File: config.mk
export PLATFORM = sky130hd
export DESIGN_NAME = mux_2_4_select_unit
export DESIGN_NICKNAME = d
export VERILOG_FILES = /design/src/rtl/mux_2_4_select_unit_pkg.sv /design/src/rtl/mux_2_4_select_unit_mux2_cell.sv /design/src/rtl/mux_2_4_select_unit.sv
export SDC_FILE = /design/constraint.sdc
export NUM_CORES = 1
export LEC_CHECK = 0
export ABC_AREA = 1
export BUFFER_PORTS_ARGS = -buffer_cell sky130_fd_sc_hd__buf_4
export CORE_AREA = 10 10 47 49
export DETAILED_ROUTE_END_ITERATION = 10
export DIE_AREA = 0 0 57 59
export GPL_ROUTABILITY_DRIVEN = 0
export GPL_TIMING_DRIVEN = 0
export PLACE_DENSITY = 0.34
export SYNTH_ARGS = -nofsm -noshare
export SYNTH_HDL_FRONTEND = slang
export SYNTH_SLANG_ARGS = --single-unit
export TNS_END_PERCENT = 20
File: constraint.sdc
create_clock -name clk -period 0.8 [get_ports clk]
set_input_delay 0.2 -clock clk [delete_from_list [all_inputs] [get_ports clk]]
set_output_delay 0.2 -clock clk [all_outputs]
set_load 0.03 [all_outputs]
File: src/rtl/mux_2_4_select_unit_pkg.sv
// -----------------------------------------------------------------------------
// mux_2_4_select_unit_pkg
// Shared constants and helpers for the 2:1 / 4:1 bit-sliced selection unit.
//   MUX_LANES2 : number of lanes on the 2:1 path
//   MUX_LANES4 : number of lanes on the 4:1 path
//   lane_base  : bit offset of lane k inside a packed lane bus of given width
// -----------------------------------------------------------------------------
package mux_2_4_select_unit_pkg;

    localparam int MUX_LANES2 = 2;
    localparam int MUX_LANES4 = 4;

    // Lane k occupies bus[lane_base(k, width) +: width].
    function automatic int lane_base(input int k, input int width);
        return k * width;
    endfunction

endpackage

File: src/rtl/mux_2_4_select_unit_mux2_cell.sv
// -----------------------------------------------------------------------------
// mux2_cell
// WIDTH-bit combinational 2:1 selector; leaf cell of both selection paths.
// Ports:
//   a   : input  [WIDTH-1:0]  selected when sel = 0
//   b   : input  [WIDTH-1:0]  selected when sel = 1
//   sel : input               select
//   y   : output [WIDTH-1:0]  selected data
// -----------------------------------------------------------------------------
module mux2_cell #(
    parameter int WIDTH = 1
) (
    input  logic [WIDTH-1:0] a,
    input  logic [WIDTH-1:0] b,
    input  logic             sel,
    output logic [WIDTH-1:0] y
);

    // Whole-vector select keeps every output bit a function of the same bit
    // of a and b only.
    assign y = sel ? b : a;

endmodule

File: src/rtl/mux_2_4_select_unit.sv
// -----------------------------------------------------------------------------
// mux_2_4_select_unit
// Two independent bit-sliced selection paths (2:1 and 4:1), each WIDTH bits,
// with an optional output register sharing clk / reset / en.
// Parameters:
//   WIDTH   : bits per lane and per output
//   REG_OUT : 1 = registered outputs (1-cycle latency), 0 = combinational
// Ports:
//   clk   : input                rising-edge clock (REG_OUT=1 only)
//   reset : input                async active-high reset, clears outputs
//   en    : input                capture enable for the output registers
//   in2   : input  [2*WIDTH-1:0] 2:1 lanes, lane k = in2[k*WIDTH +: WIDTH]
//   sel2  : input                2:1 select
//   out2  : output [WIDTH-1:0]   2:1 result
//   in4   : input  [4*WIDTH-1:0] 4:1 lanes, lane k = in4[k*WIDTH +: WIDTH]
//   sel4  : input  [1:0]         4:1 select, unsigned binary
//   out4  : output [WIDTH-1:0]   4:1 result
// -----------------------------------------------------------------------------
module mux_2_4_select_unit
    import mux_2_4_select_unit_pkg::*;
#(
    parameter int WIDTH   = 1,
    parameter int REG_OUT = 1
) (
    input  logic                      clk,
    input  logic                      reset,
    input  logic                      en,
    input  logic [MUX_LANES2*WIDTH-1:0] in2,
    input  logic                      sel2,
    output logic [WIDTH-1:0]          out2,
    input  logic [MUX_LANES4*WIDTH-1:0] in4,
    input  logic [1:0]                sel4,
    output logic [WIDTH-1:0]          out4
);

    // ---------------------------------------------------------------------
    // Lane unpacking
    // ---------------------------------------------------------------------
    logic [WIDTH-1:0] w_lane2 [MUX_LANES2];
    logic [WIDTH-1:0] w_lane4 [MUX_LANES4];

    for (genvar k = 0; k < MUX_LANES2; k++) begin : g_lane2
        assign w_lane2[k] = in2[lane_base(k, WIDTH) +: WIDTH];
    end

    for (genvar k = 0; k < MUX_LANES4; k++) begin : g_lane4
        assign w_lane4[k] = in4[lane_base(k, WIDTH) +: WIDTH];
    end

    // ---------------------------------------------------------------------
    // Combinational selection
    // ---------------------------------------------------------------------
    logic [WIDTH-1:0] w_out2_c;
    logic [WIDTH-1:0] w_sel_a;
    logic [WIDTH-1:0] w_sel_b;
    logic [WIDTH-1:0] w_out4_c;

    mux2_cell #(.WIDTH(WIDTH)) u_cell_2 (
        .a   (w_lane2[0]),
        .b   (w_lane2[1]),
        .sel (sel2),
        .y   (w_out2_c)
    );

    // 4:1 tree: low bit of the select picks within each pair, high bit picks
    // the pair. Equivalent to direct indexing for every code.
    mux2_cell #(.WIDTH(WIDTH)) u_cell_a (
        .a   (w_lane4[0]),
        .b   (w_lane4[1]),
        .sel (sel4[0]),
        .y   (w_sel_a)
    );

    mux2_cell #(.WIDTH(WIDTH)) u_cell_b (
        .a   (w_lane4[2]),
        .b   (w_lane4[3]),
        .sel (sel4[0]),
        .y   (w_sel_b)
    );

    mux2_cell #(.WIDTH(WIDTH)) u_cell_c (
        .a   (w_sel_a),
        .b   (w_sel_b),
        .sel (sel4[1]),
        .y   (w_out4_c)
    );

    // ---------------------------------------------------------------------
    // Optional output register
    // ---------------------------------------------------------------------
    if (REG_OUT != 0) begin : g_reg
        logic [WIDTH-1:0] r_out2;
        logic [WIDTH-1:0] r_out4;

        // NOTE: sequential state uses non-blocking assignments so every
        // register samples pre-edge values regardless of block ordering.
        always_ff @(posedge clk or posedge reset) begin
            if (reset) begin
                r_out2 <= '0;
                r_out4 <= '0;
            end else if (en) begin
                r_out2 <= w_out2_c;
                r_out4 <= w_out4_c;
            end
        end

        assign out2 = r_out2;
        assign out4 = r_out4;
    end else begin : g_comb
        // Control inputs have no function in the purely combinational build.
        logic w_unused_ctrl;
        assign w_unused_ctrl = ^{clk, reset, en};

        assign out2 = w_out2_c;
        assign out4 = w_out4_c;
    end

endmodule

[Yosys cells after proc, flatten, opt, wreduce, memory -nomap -nowiden]
Cells that the tools add are included.
Storage, ports and cells
  register bits after elaboration: 2
  input bits: 12
  output and inout bits: 2
  logic and storage cells: 6
Cells by class
  multiplexer cells: 4
Operator list (count)
  $mux W1: 4

[Logic depth before layout (Yosys ltp)]
Gate-level depths: netlist of the first run.
  word-level depth: 2
  depth in mapped cells: 6
  gate-level depth less buffers: 6

[By module]
A second synthesis of the first run with hierarchy kept.
Second synthesis, totals
  cells, all modules: 26
  area, all modules: 140.1 sq um
Modules (own cells, without submodules)
  mux_2_4_select_unit: times used 1, cells an instance 10, area an instance 80.1 sq um, sequential area each 50.0 sq um
  mux2_cell: times used 4, cells an instance 4, area an instance 15.0 sq um, sequential area each 0.0 sq um

[Least setup slack after synthesis of the first run]
Ideal clock, no wire load.
  path kind: register to register
  start: register out2 (netlist name)
  end: register g_reg.r_out2 (netlist: out2)
  setup time: 0.126 ns
  arrival: 0.628 ns
  required time: 0.674 ns
  slack: 0.045 ns
  stages on the path, launching flop included: 3
  path buffers: 0
  clock period less this slack: 0.755 ns
  path through: dfrtp_1 nand2_1 o21ai_0
RTL lines
  end signal, assigned: line mux_2_4_select_unit.sv:102  | r_out2 <= w_out2_c;
  end, declared: line mux_2_4_select_unit.sv:92  | logic [WIDTH-1:0] r_out2;

[Worst setup path in the final report of the first run]
  start: register g_reg.r_out4 (netlist: out4)
  end: output out4
RTL lines
  start, declared: line mux_2_4_select_unit.sv:93  | logic [WIDTH-1:0] r_out4;
  start signal, assigned: line mux_2_4_select_unit.sv:103  | r_out4 <= w_out4_c;
  end, declared: line mux_2_4_select_unit.sv:33  | output logic [WIDTH-1:0] out4
No word-level cell between the ends.

==> load_flow_metrics.sql, run 1 <==
INSERT INTO impl_metrics (metric_group, metric, value, unit) VALUES
('outcome', 'outcome', 'finished with violations', ''),
('outcome', 'violations', 'setup timing', ''),
('critical_path', 'critPathMaxStageDelay', '0.37', 'ns'),
('sta', 'actual_transition_at_the_worst_max_transition_pin', '0.1281', 'ns'),
('finish', 'final_cells', '59', ''),
('power', 'switching_share', '25.33', '%'),
('global_routing', 'grtUsageMet3', '3.219', '%'),
('power', 'sequentialPowerShare', '25.3', '%'),
('logic_synthesis', 'yosys_warnings', '0', ''),
('route', 'detail-route-antenna-nets', '0', ''),
('min_path', 'hold_path.class', 'primary input to flop', ''),
('power', 'power', '0.4786', 'mW'),
('floorplan', 'dieHeight', '59', 'um'),
('logic_synthesis', 'syn_nets', '37', ''),
('global_routing', 'groute.layer.met1.usage', '2.471', '%'),
('finish', 'final_core_utilization', '21.88', '%'),
('floorplan', 'chipWidth', '57', 'um'),
('clocking', 'clkTransAtPathRegs', '0.03', 'ns'),
('route', 'avgViaCountPerCell', '3.237', ''),
('clocking', 'numCtsBuffers', '3', ''),
('critical_path', 'critPathKind', 'flop to output pin', ''),
('critical_path', 'reg2reg_setup_slack', '0.08', 'ns'),
('critical_path', 'timing.rr.end', 'out4', ''),
('sta', 'fin_worst_skew', '0', 'ns'),
('finish', 'ff_latch_area', '50.05', 'um^2'),
('logic_synthesis', 'synth_seq_cells', '2', ''),
('critical_path', 'reg2reg_from', 'out4', ''),
('route', 'detail_route.drc_violations', '0', ''),
('sta', 'finalCritPeriodShare', '117.7', '%'),
('power', 'combinational_group_share_of_total_power', '28.7', '%'),
('job', 'drv_cap', '0', ''),
('route', 'detailedRoute.firstIterationViolations', '1', ''),
('critical_path', 'worst_ep_required_time', '0.60', 'ns'),
('logic_synthesis', 'ys_dominant_reg_cell', 'dfrtp_1', ''),
('floorplan', 'die_area', '3363', 'um^2'),
('logic_synthesis', 'post_synth_instance_area', '141.4', 'um^2'),
('critical_path', 'r2r.worst_path.cells', '3', ''),
('critical_path', 'crit_fanout', '2', ''),
('sta', 'timing.final.hold_violations', '0', ''),
('placement', 'io_buffers', '13', ''),
('global_routing', 'antenna_found_initial', '0', ''),
('floorplan', 'top_level_ports', '14', ''),
('logic_synthesis', 'synth_cells', '25', ''),
('logic_synthesis', 'ys_async_sr_fraction', '100.0', '%'),
('placement', 'detailed_place_hpwl', '435.9', 'um'),
('critical_path', 'slowest_stage', 'dfrtp_1', ''),
('global_routing', 'grt_first_pass_wirelength', '793', 'um'),
('sta', 'fin_max_slew_vios', '0', ''),
('finish', 'multiInputGateArea', '57.56', 'um^2'),
('logic_synthesis', 'synthesized_area_divided_by_synthesized_cell_count', '5.655', 'um^2'),
('global_routing', 'grtUsageTotal', '3.230', '%'),
('sta', 'period_minus_slack', '0.9413', 'ns'),
('logic_synthesis', 'synth_area_leader_cell', 'dfrtp_1', ''),
('min_path', 'holdPathEnd', 'out4', ''),
('sta', 'number_of_endpoints_failing_setup_at_the_final_stage', '2', ''),
('power', 'clockPowerShare', '46.0', '%'),
('logic_synthesis', 'main_area_contributors_after_synthesis', 'dfrtp_1, inv_1, nand2_1', ''),
('critical_path', 'timing.critical_path.cells', 'buf_6', ''),
('route', 'detail_route.first_pass.iterations', '3', ''),
('finish', 'syn2layout_area_growth', '116.8', '%'),
('global_routing', 'grt_max_degree', '4', ''),
('route', 'detail_route.wl_per_cell', '8.000', 'um'),
('critical_path', 'worst_setup_start_kind', 'flop', ''),
('clocking', 'ctsRootBufferMaster', 'clkbuf_4', ''),
('power', 'worst_ir_drop_vdd', '0.0004454', 'V'),
('logic_synthesis', 'synth_top_area_share', '35.40', '%'),
('floorplan', 'row_count', '14', ''),
('finish', 'n_antenna_cell', '0', ''),
('clocking', 'h-tree-depth', '1', ''),
('sta', 'layout_setup_ws', '-0.1413', 'ns'),
('placement', 'dp.cells', '54', '');
-- registers in the layout, indices dropped and copies added, names as in the netlist --
signal  cells
out2        1
out4        1
-- metal layers --
| metal | routed length (um) | share of wire, % | vias up |
|---|---|---|---|
| li1 | - | - | 106 |
| met1 | 172 | 36 | 78 |
| met2 | 254 | 54 | 7 |
| met3 | 44 | 9.3 | 0 |
| met4 | 0 | 0 | 0 |
| met5 | 0 | 0 | - |
-- layout by cell type (no fill, tap or decap) --
| cell | count |
|---|---|
| buf_6 | 2 |
| inv_1 | 9 |
| clkbuf_4 | 3 |
| dlygate4sd3_1 | 1 |
| nand2_1 | 9 |
| nand3_1 | 2 |
| buf_4 | 12 |
| dfrtp_1 | 2 |
| o21ai_0 | 2 |
| nor2_1 | 1 |
-- layout make-up --
type / instances / area share (%)
flip-flops and latches: 2 / 16.33
inverters: 9 / 11.02
well taps: 16 / 6.531
repair buffers: 15 / 40.00
clock buffers: 3 / 7.347
multi-input cells: 14 / 18.78
-- power groups by stage --
stage          Sequential (mW)  Clock [mW]  Combinational [mW]
2_1_floorplan            0.143           0              0.0299
3_3_place_gp             0.121           0               0.122
3_5_place_dp             0.121           0               0.121
4_1_cts                  0.122       0.237               0.141
5_1_grt                  0.123       0.245               0.151
6_report                 0.121       0.220               0.137
-- metrics by stage --
stage / area [um^2] / setup slack (ns) / hold slack [ns]
after floorplan: 141.4 / 0.04547 / -0.05882
after global placement: 259.0 / 0.03572 / 0.06630
after detailed placement: 259.0 / 0.03614 / 0.06723
after CTS: 306.5 / -0.1608 / 0.1925
after global routing: 306.5 / -0.1780 / 0.1993
final: 306.5 / -0.1413 / 0.1932
-- repair_timing --
item,4_1_cts,5_1_grt
setup buffers,1,0
hold endpoints to repair,2,0
gates resized for setup,2,0
cloned,0,0
hold buffers,1,0
setup endpoints to repair,2,2
-- cells by family (layout without fill, tap and decap cells) --
group	after synthesis	after routing	share of synthesized area (%)
and+or+nand+nor	12	12	33.62
buffers and inverters	9	27	23.89
AOI/OAI and AO/OA	2	2	7.080
DFF	2	2	35.40
-- worst min-delay path: stages --
cell	delay [ns]
buf_4	0.09
nand2_1	0.04
nand2_1	0.05
-- how the worst max path moves through the flow --
stage          cells after the start    start  endpoint
2_1_floorplan                      2     out2      out2
3_3_place_gp                       7  sel4[0]      out4
3_5_place_dp                       7  sel4[0]      out4
4_1_cts                            1     out4      out4
5_1_grt                            1     out4      out4
6_report                           1     out4      out4
No activity file was read; power rests on OpenSTA's default activity.
==> run 2: changes to the inputs <==
- ABC_CLOCK_PERIOD_IN_PS: unset -> 800
- SETUP_SLACK_MARGIN: unset -> 0.05
==> load_flow_metrics.sql, run 2 (synthesis gave the netlist of run 1 again) <==
INSERT INTO impl_metrics (metric_group, metric, value, unit) VALUES
('sta', 'rsz0062_at_grt', 'yes', ''),
('clocking', 'numCtsBuffers', '3', ''),
('critical_path', 'critPathKind', 'flop to output pin', ''),
('clocking', 'clock_latency', '0.23', 'ns'),
('min_path', 'worst_hold_path.num_cells', '3', ''),
('route', 'detail-route-antenna-nets', '0', ''),
('finish', 'final_layout_size_suffix_gt1_share', '45.45', '%'),
('critical_path', 'cp.arrival', '0.77', 'ns'),
('route', 'wl', '478', 'um'),
('sta', 'fin_worst_skew', '0', 'ns'),
('critical_path', 'critPathMaxStageDelay', '0.40', 'ns'),
('outcome', 'violations', 'setup timing', ''),
('finish', 'layout.nets', '57', ''),
('global_routing', 'grt_max_degree', '4', ''),
('global_routing', 'grtUsageTotal', '3.144', '%'),
('finish', 'multiInputGateArea', '63.81', 'um^2'),
('critical_path', 'timing.critical_path.cells', 'buf_6', ''),
('critical_path', 'timing.rr.end', 'out2', ''),
('critical_path', 'r2r.worst_path.cells', '3', ''),
('sta', 'number_of_endpoints_failing_setup_at_the_final_stage', '2', ''),
('route', 'avgViaCountPerCell', '3.350', ''),
('critical_path', 'worst_ep_required_time', '0.60', 'ns'),
('clocking', 'ctsRootBufferMaster', 'clkbuf_4', ''),
('job', 'drv_cap', '0', ''),
('route', 'detail_route.first_pass.iterations', '1', ''),
('critical_path', 'worst_setup_start_kind', 'flop', ''),
('finish', 'final_common_cell', 'buf_4', ''),
('global_routing', 'first_global_vias', '184', ''),
('floorplan', 'die_area', '3363', 'um^2'),
('critical_path', 'reg2reg_from', 'out2', ''),
('clocking', 'h-tree-depth', '1', ''),
('floorplan', 'top_level_ports', '14', ''),
('min_path', 'hold_path.class', 'primary input to flop', ''),
('finish', 'filler_cell_count', '166', ''),
('floorplan', 'dieHeight', '59', 'um'),
('floorplan', 'start_util', '10.09', '%'),
('critical_path', 'crit_fanout', '2', ''),
('finish', 'ff_latch_area', '51.30', 'um^2'),
('power', 'power_per_cell_area', '1621', 'nW/um^2'),
('critical_path', 'critical_path_buf_inv_count', '1', ''),
('sta', 'timing.final.hold_violations', '0', ''),
('power', 'worst_ir_drop_vdd', '0.0005722', 'V'),
('finish', 'most_used_cells_in_the_layout_excluding_fill_and_tap_cells', 'buf_4, inv_1, nand2_1', ''),
('placement', 'detailed_place_hpwl', '430.6', 'um'),
('clocking', 'clkTransAtPathRegs', '0.03', 'ns'),
('floorplan', 'chipWidth', '57', 'um'),
('outcome', 'outcome', 'finished with violations', ''),
('sta', 'achievable_clock_frequency', '1036', 'MHz'),
('route', 'detail_route.wl_per_cell', '7.967', 'um'),
('route', 'detail_route.drc_violations', '0', ''),
('critical_path', 'slowest_stage', 'dfrtp_2', ''),
('sta', 'fin_max_slew_vios', '0', ''),
('sta', 'layout_setup_ws', '-0.1650', 'ns'),
('min_path', 'hold_path_startpoint', 'en', ''),
('finish', 'n_antenna_cell', '0', ''),
('sta', 'fin_setup_tns', '-0.3149', 'ns'),
('sta', 'hold_slack', '0.1974', 'ns'),
('placement', 'dpl_cell_area', '260.3', 'um^2'),
('clocking', 'tritoncts_clock_tree', 'built', ''),
('global_routing', 'grt_first_pass_wirelength', '745', 'um'),
('finish', 'syn2layout_area_growth', '124.8', '%'),
('clocking', 'cts-root-to-sink-buffers', '2', ''),
('floorplan', 'row_count', '14', ''),
('critical_path', 'critical_path.top_delay_family', 'flip-flops', ''),
('sta', 'finalCritPeriodShare', '120.6', '%'),
('critical_path', 'reg2reg_setup_slack', '0.05', 'ns'),
('critical_path', 'end_kind', 'output pin', ''),
('power', 'leakagePower', '0.1939', 'nW'),
('placement', 'io_buffers', '13', ''),
('sta', 'worst_slew_margin_rel', '86.85', '%'),
('global_routing', 'antenna_found_initial', '0', ''),
('min_path', 'holdPathEnd', 'out4', ''),
('clocking', 'clock_sink_count', '2', ''),
('route', 'routed-via-count', '201', ''),
('finish', 'fin_area', '317.8', 'um^2'),
('finish', 'final_core_utilization', '22.68', '%'),
('route', 'detailedRoute.firstIterationViolations', '0', ''),
('sta', 'actual_transition_at_the_worst_max_transition_pin', '0.1952', 'ns'),
('sta', 'period_minus_slack', '0.9650', 'ns'),
('floorplan', 'core-area', '1401', 'um^2'),
('global_routing', 'grt_remaining_overflow', '0', ''),
('power', 'power', '0.5150', 'mW');
run 2: tightest hold or removal path: cells and delay by family:
kind | cells | cell delay [ns]
AND/OR/NAND/NOR | 2 | 0.10
buffers and inverters | 1 | 0.09
run 2: through the flow:
step                      setup WS (ns)  cells
after floorplan                 0.06776     25
after global placement          0.03381     54
after detailed placement        0.04477     54
after CTS                       -0.1804     59
after global routing            -0.1926     60
final                           -0.1650     60
run 2: area by class of cell:
cell class,instances,area share (%)
multi-input cells,14,20.08
clock buffers,4,8.268
inverters,9,10.63
flip-flops and latches,2,16.14
well taps,16,6.299
repair buffers,15,38.58
run 2: routing by layer:
layer	wire, um	vias up	GRT usage [%]
met4	17	0	3.020
met3	55	2	3.433
met2	233	9	4.341
met1	172	81	2.353
li1	-	109	-
met5	0	-	0
run 2: repair_timing:
| action | 4_1_cts | 5_1_grt |
|---|---|---|
| hold buffers | 1 | 0 |
| buffers inserted | 0 | 1 |
| hold endpoints to repair | 2 | 0 |
| resized for setup | 2 | 3 |
| setup endpoints to repair | 2 | 2 |
run 2: worst max path at each step:
stage	start	to	slack, ns	depth (start not counted)
finish	out2	out2	-0.17	1
global placement	sel4[0]	out4	0.03	7
detailed placement	sel4[0]	out4	0.04	7
CTS	out2	out2	-0.18	1
global route	out2	out2	-0.19	1
floorplan	out4	out4	0.07	2
run 2: where the power goes:
part           total, mW  internal (mW)  switching [mW]
combinational      0.143         0.0807          0.0621
sequential         0.123          0.114         0.00849
clock              0.249          0.186          0.0637
==> run 3: changes to the inputs <==
- SETUP_SLACK_MARGIN: 0.05 -> unset
- SYNTH_HIERARCHICAL: unset -> 1
==> load_flow_metrics.sql, run 3 <==
INSERT INTO impl_metrics (metric_group, metric, value, unit) VALUES
('clocking', 'cts-root-to-sink-buffers', '2', ''),
('route', 'detail_route.first_pass.iterations', '3', ''),
('min_path', 'worst_hold_path.num_cells', '3', ''),
('logic_synthesis', 'ys_dominant_reg_cell', 'dfrtp_1', ''),
('power', 'combinational_group_share_of_total_power', '31.5', '%'),
('critical_path', 'critPathKind', 'flop to output pin', ''),
('logic_synthesis', 'main_area_contributors_after_synthesis', 'nand2_1, dfrtp_1, inv_1', ''),
('finish', 'syn2layout_area_growth', '128.6', '%'),
('global_routing', 'grt_max_degree', '5', ''),
('critical_path', 'worst_setup_start_kind', 'flop', ''),
('logic_synthesis', 'post_synth_most_frequent_cells', 'nand2_1, inv_1, dfrtp_1', ''),
('finish', 'layout.nets', '60', ''),
('critical_path', 'critical_path_buf_inv_count', '1', ''),
('job', 'drv_cap', '0', ''),
('critical_path', 'critical_path_cell_count', '1', ''),
('logic_synthesis', 'syn_nets', '38', ''),
('critical_path', 'crit_fanout', '2', ''),
('critical_path', 'critical_path.top_delay_family', 'flip-flops', ''),
('logic_synthesis', 'synth_seq_cells', '2', ''),
('sta', 'actual_transition_at_the_worst_max_transition_pin', '0.08773', 'ns'),
('logic_synthesis', 'synthesized_area_divided_by_synthesized_cell_count', '5.390', 'um^2'),
('logic_synthesis', 'seq_area_frac_synth', '35.71', '%'),
('power', 'netSwitchingPower', '0.1254', 'mW'),
('route', 'detail_route.wl_per_cell', '8.113', 'um'),
('floorplan', 'die_area', '3363', 'um^2'),
('clocking', 'clock_latency', '0.22', 'ns'),
('power', 'power_per_cell_area', '1546', 'nW/um^2'),
('route', 'wl', '503', 'um'),
('sta', 'achievable_clock_frequency', '1068', 'MHz'),
('power', 'sequentialPowerShare', '24.3', '%'),
('critical_path', 'reg2reg_from', 'out4', ''),
('finish', 'final_common_cell', 'nand2_1', ''),
('power', 'leakagePower', '0.2072', 'nW'),
('route', 'detail_route.drc_violations', '0', ''),
('floorplan', 'top_level_ports', '14', ''),
('floorplan', 'dieHeight', '59', 'um'),
('logic_synthesis', 'adder_and_majority_cell_fraction_of_the_synthesized_area', '0', '%'),
('power', 'clockPowerShare', '44.2', '%'),
('power', 'switching_share', '25.31', '%'),
('finish', 'final_layout_size_suffix_gt1_share', '41.30', '%'),
('route', 'routed-via-count', '200', ''),
('finish', 'final_cells', '62', ''),
('clocking', 'tritoncts_clock_tree', 'built', ''),
('sta', 'worst_slew_margin_rel', '94.15', '%'),
('global_routing', 'first_global_vias', '216', ''),
('critical_path', 'timing.critical_path.cells', 'buf_6', ''),
('critical_path', 'worst_setup_path_startpoint', 'out4', ''),
('min_path', 'hold_path_startpoint', 'en', ''),
('logic_synthesis', 'edff_count_synth', '0', ''),
('sta', 'fin_max_slew_vios', '0', ''),
('placement', 'dp.cells', '55', ''),
('clocking', 'clkTransAtPathRegs', '0.03', 'ns'),
('global_routing', 'antenna_found_initial', '0', ''),
('global_routing', 'grt_first_pass_wirelength', '821', 'um'),
('power', 'power', '0.4952', 'mW'),
('route', 'detail-route-antenna-nets', '0', ''),
('logic_synthesis', 'synth_top_area_share', '48.21', '%'),
('critical_path', 'worst_ep_required_time', '0.60', 'ns'),
('floorplan', 'start_util', '10.00', '%'),
('finish', 'most_used_cells_in_the_layout_excluding_fill_and_tap_cells', 'nand2_1, buf_4, inv_1', ''),
('logic_synthesis', 'muxShareOfSynthArea', '0', '%'),
('critical_path', 'cp.arrival', '0.74', 'ns'),
('global_routing', 'grt_remaining_overflow', '0', ''),
('clocking', 'ctsRootBufferMaster', 'clkbuf_4', ''),
('logic_synthesis', 'synth_cells', '26', ''),
('logic_synthesis', 'synth_area_leader_cell', 'nand2_1', ''),
('floorplan', 'chipWidth', '57', 'um'),
('logic_synthesis', 'post_synth_and_or_nand_nor_area_fraction', '48.21', '%'),
('clocking', 'h-tree-depth', '1', ''),
('power', 'internal_power_summed_over_all_cells', '0.3699', 'mW'),
('clocking', 'clock_sink_count', '2', ''),
('min_path', 'hold_path.class', 'primary input to flop', ''),
('outcome', 'violations', 'setup timing', ''),
('finish', 'n_antenna_cell', '0', ''),
('critical_path', 'slowest_stage', 'dfrtp_1', ''),
('critical_path', 'critPathMaxStageDelay', '0.37', 'ns'),
('critical_path', 'end_kind', 'output pin', ''),
('placement', 'io_buffers', '13', ''),
('route', 'avgViaCountPerCell', '3.226', ''),
('logic_synthesis', 'synthDistinctLibCells', '3', ''),
('logic_synthesis', 'synthMostInstantiatedCell', 'nand2_1', ''),
('route', 'detailedRoute.firstIterationViolations', '1', ''),
('sta', 'period_minus_slack', '0.9362', 'ns'),
('global_routing', 'grtUsageTotal', '3.414', '%'),
('logic_synthesis', 'post_synth_instance_area', '140.1', 'um^2'),
('sta', 'finalCritPeriodShare', '117.0', '%'),
('sta', 'fin_worst_skew', '0', 'ns'),
('critical_path', 'r2r.worst_path.cells', '4', ''),
('sta', 'timing.final.hold_violations', '0', ''),
('logic_synthesis', 'post_synthesis_compound_gate_area_fraction', '0', '%'),
('floorplan', 'row_count', '14', ''),
('power', 'worst_ir_drop_vdd', '0.0002708', 'V'),
('sta', 'layout_setup_ws', '-0.1362', 'ns'),
('logic_synthesis', 'xor_xnor_share_of_the_synthesized_area', '0', '%'),
('logic_synthesis', 'ys_async_sr_fraction', '100.0', '%'),
('logic_synthesis', 'yosys_warnings', '6', ''),
('clocking', 'numCtsBuffers', '3', ''),
('sta', 'number_of_endpoints_failing_setup_at_the_final_stage', '3', ''),
('floorplan', 'core-area', '1401', 'um^2'),
('sta', 'rsz0062_at_grt', 'yes', ''),
('logic_synthesis', 'synth_top_family_by_area', 'simple AND/OR/NAND/NOR gates', ''),
('outcome', 'outcome', 'finished with violations', '');
==> run 3: logic make-up after synthesis <==
logic type / after synthesis
buf+inv: 6
flops: 2
simple gates: 18
==> run 3: area by class of cell <==
| class | instances | area, um^2 |
|---|---|---|
| flip-flops and latches | 2 | 50.05 |
| clock buffers | 3 | 22.52 |
| inverters | 6 | 22.52 |
| fillers | 176 | 1081 |
| multi-input cells | 18 | 67.56 |
| well taps | 16 | 20.02 |
| repair buffers | 17 | 137.6 |
==> run 3: metal layers <==
metal	part of all wire [%]	track usage, %
met4	0	5.034
met3	7.8	2.146
met1	35	2.613
met5	0	0
met2	57	4.961
==> run 3: through the flow <==
step	setup TNS, ns	hold WS (ns)	area [um^2]	util [%]	setup WS (ns)
floorplan	0	-0.05882	140.1	-	0.07103
global placement	0	0.06389	257.7	18.39	0.05268
detailed placement	0	0.06243	257.7	18.39	0.04930
CTS	-0.3010	0.1892	312.8	22.32	-0.1505
global route	-0.4055	0.2170	320.3	22.86	-0.1661
finish	-0.3032	0.1976	320.3	22.86	-0.1362
==> run 3: timing repair <==
action                                 CTS  global route
endpoints found under the hold margin    2             0
buffers inserted                         2             1
hold buffers                             1             0
gates resized for setup                  2             0
setup endpoints to repair                2             2
==> run 3: path summary, 6_finish.rpt <==
check,end,slack (ns)
worst max-delay path,out4,-0.14
worst min-delay path,out2,0.20
worst max register to register,out4,-0.03
worst min register to register,out2,0.58
max in group asynchronous,out2,0.30
min in group asynchronous,out4,0.39
==> run 3: power groups by stage <==
stage          Combinational (mW)  Clock, mW  Sequential (mW)
6_report                    0.156      0.219            0.120
5_1_grt                     0.174      0.240            0.122
4_1_cts                     0.150      0.238            0.120
3_5_place_dp                0.122          0            0.121
3_3_place_gp                0.122          0            0.121
2_1_floorplan              0.0311          0            0.142
==> run 3: worst min-delay path: stages <==
cell	delay, ns
buf_4	0.09
nand2_1	0.04
nand2_1	0.05
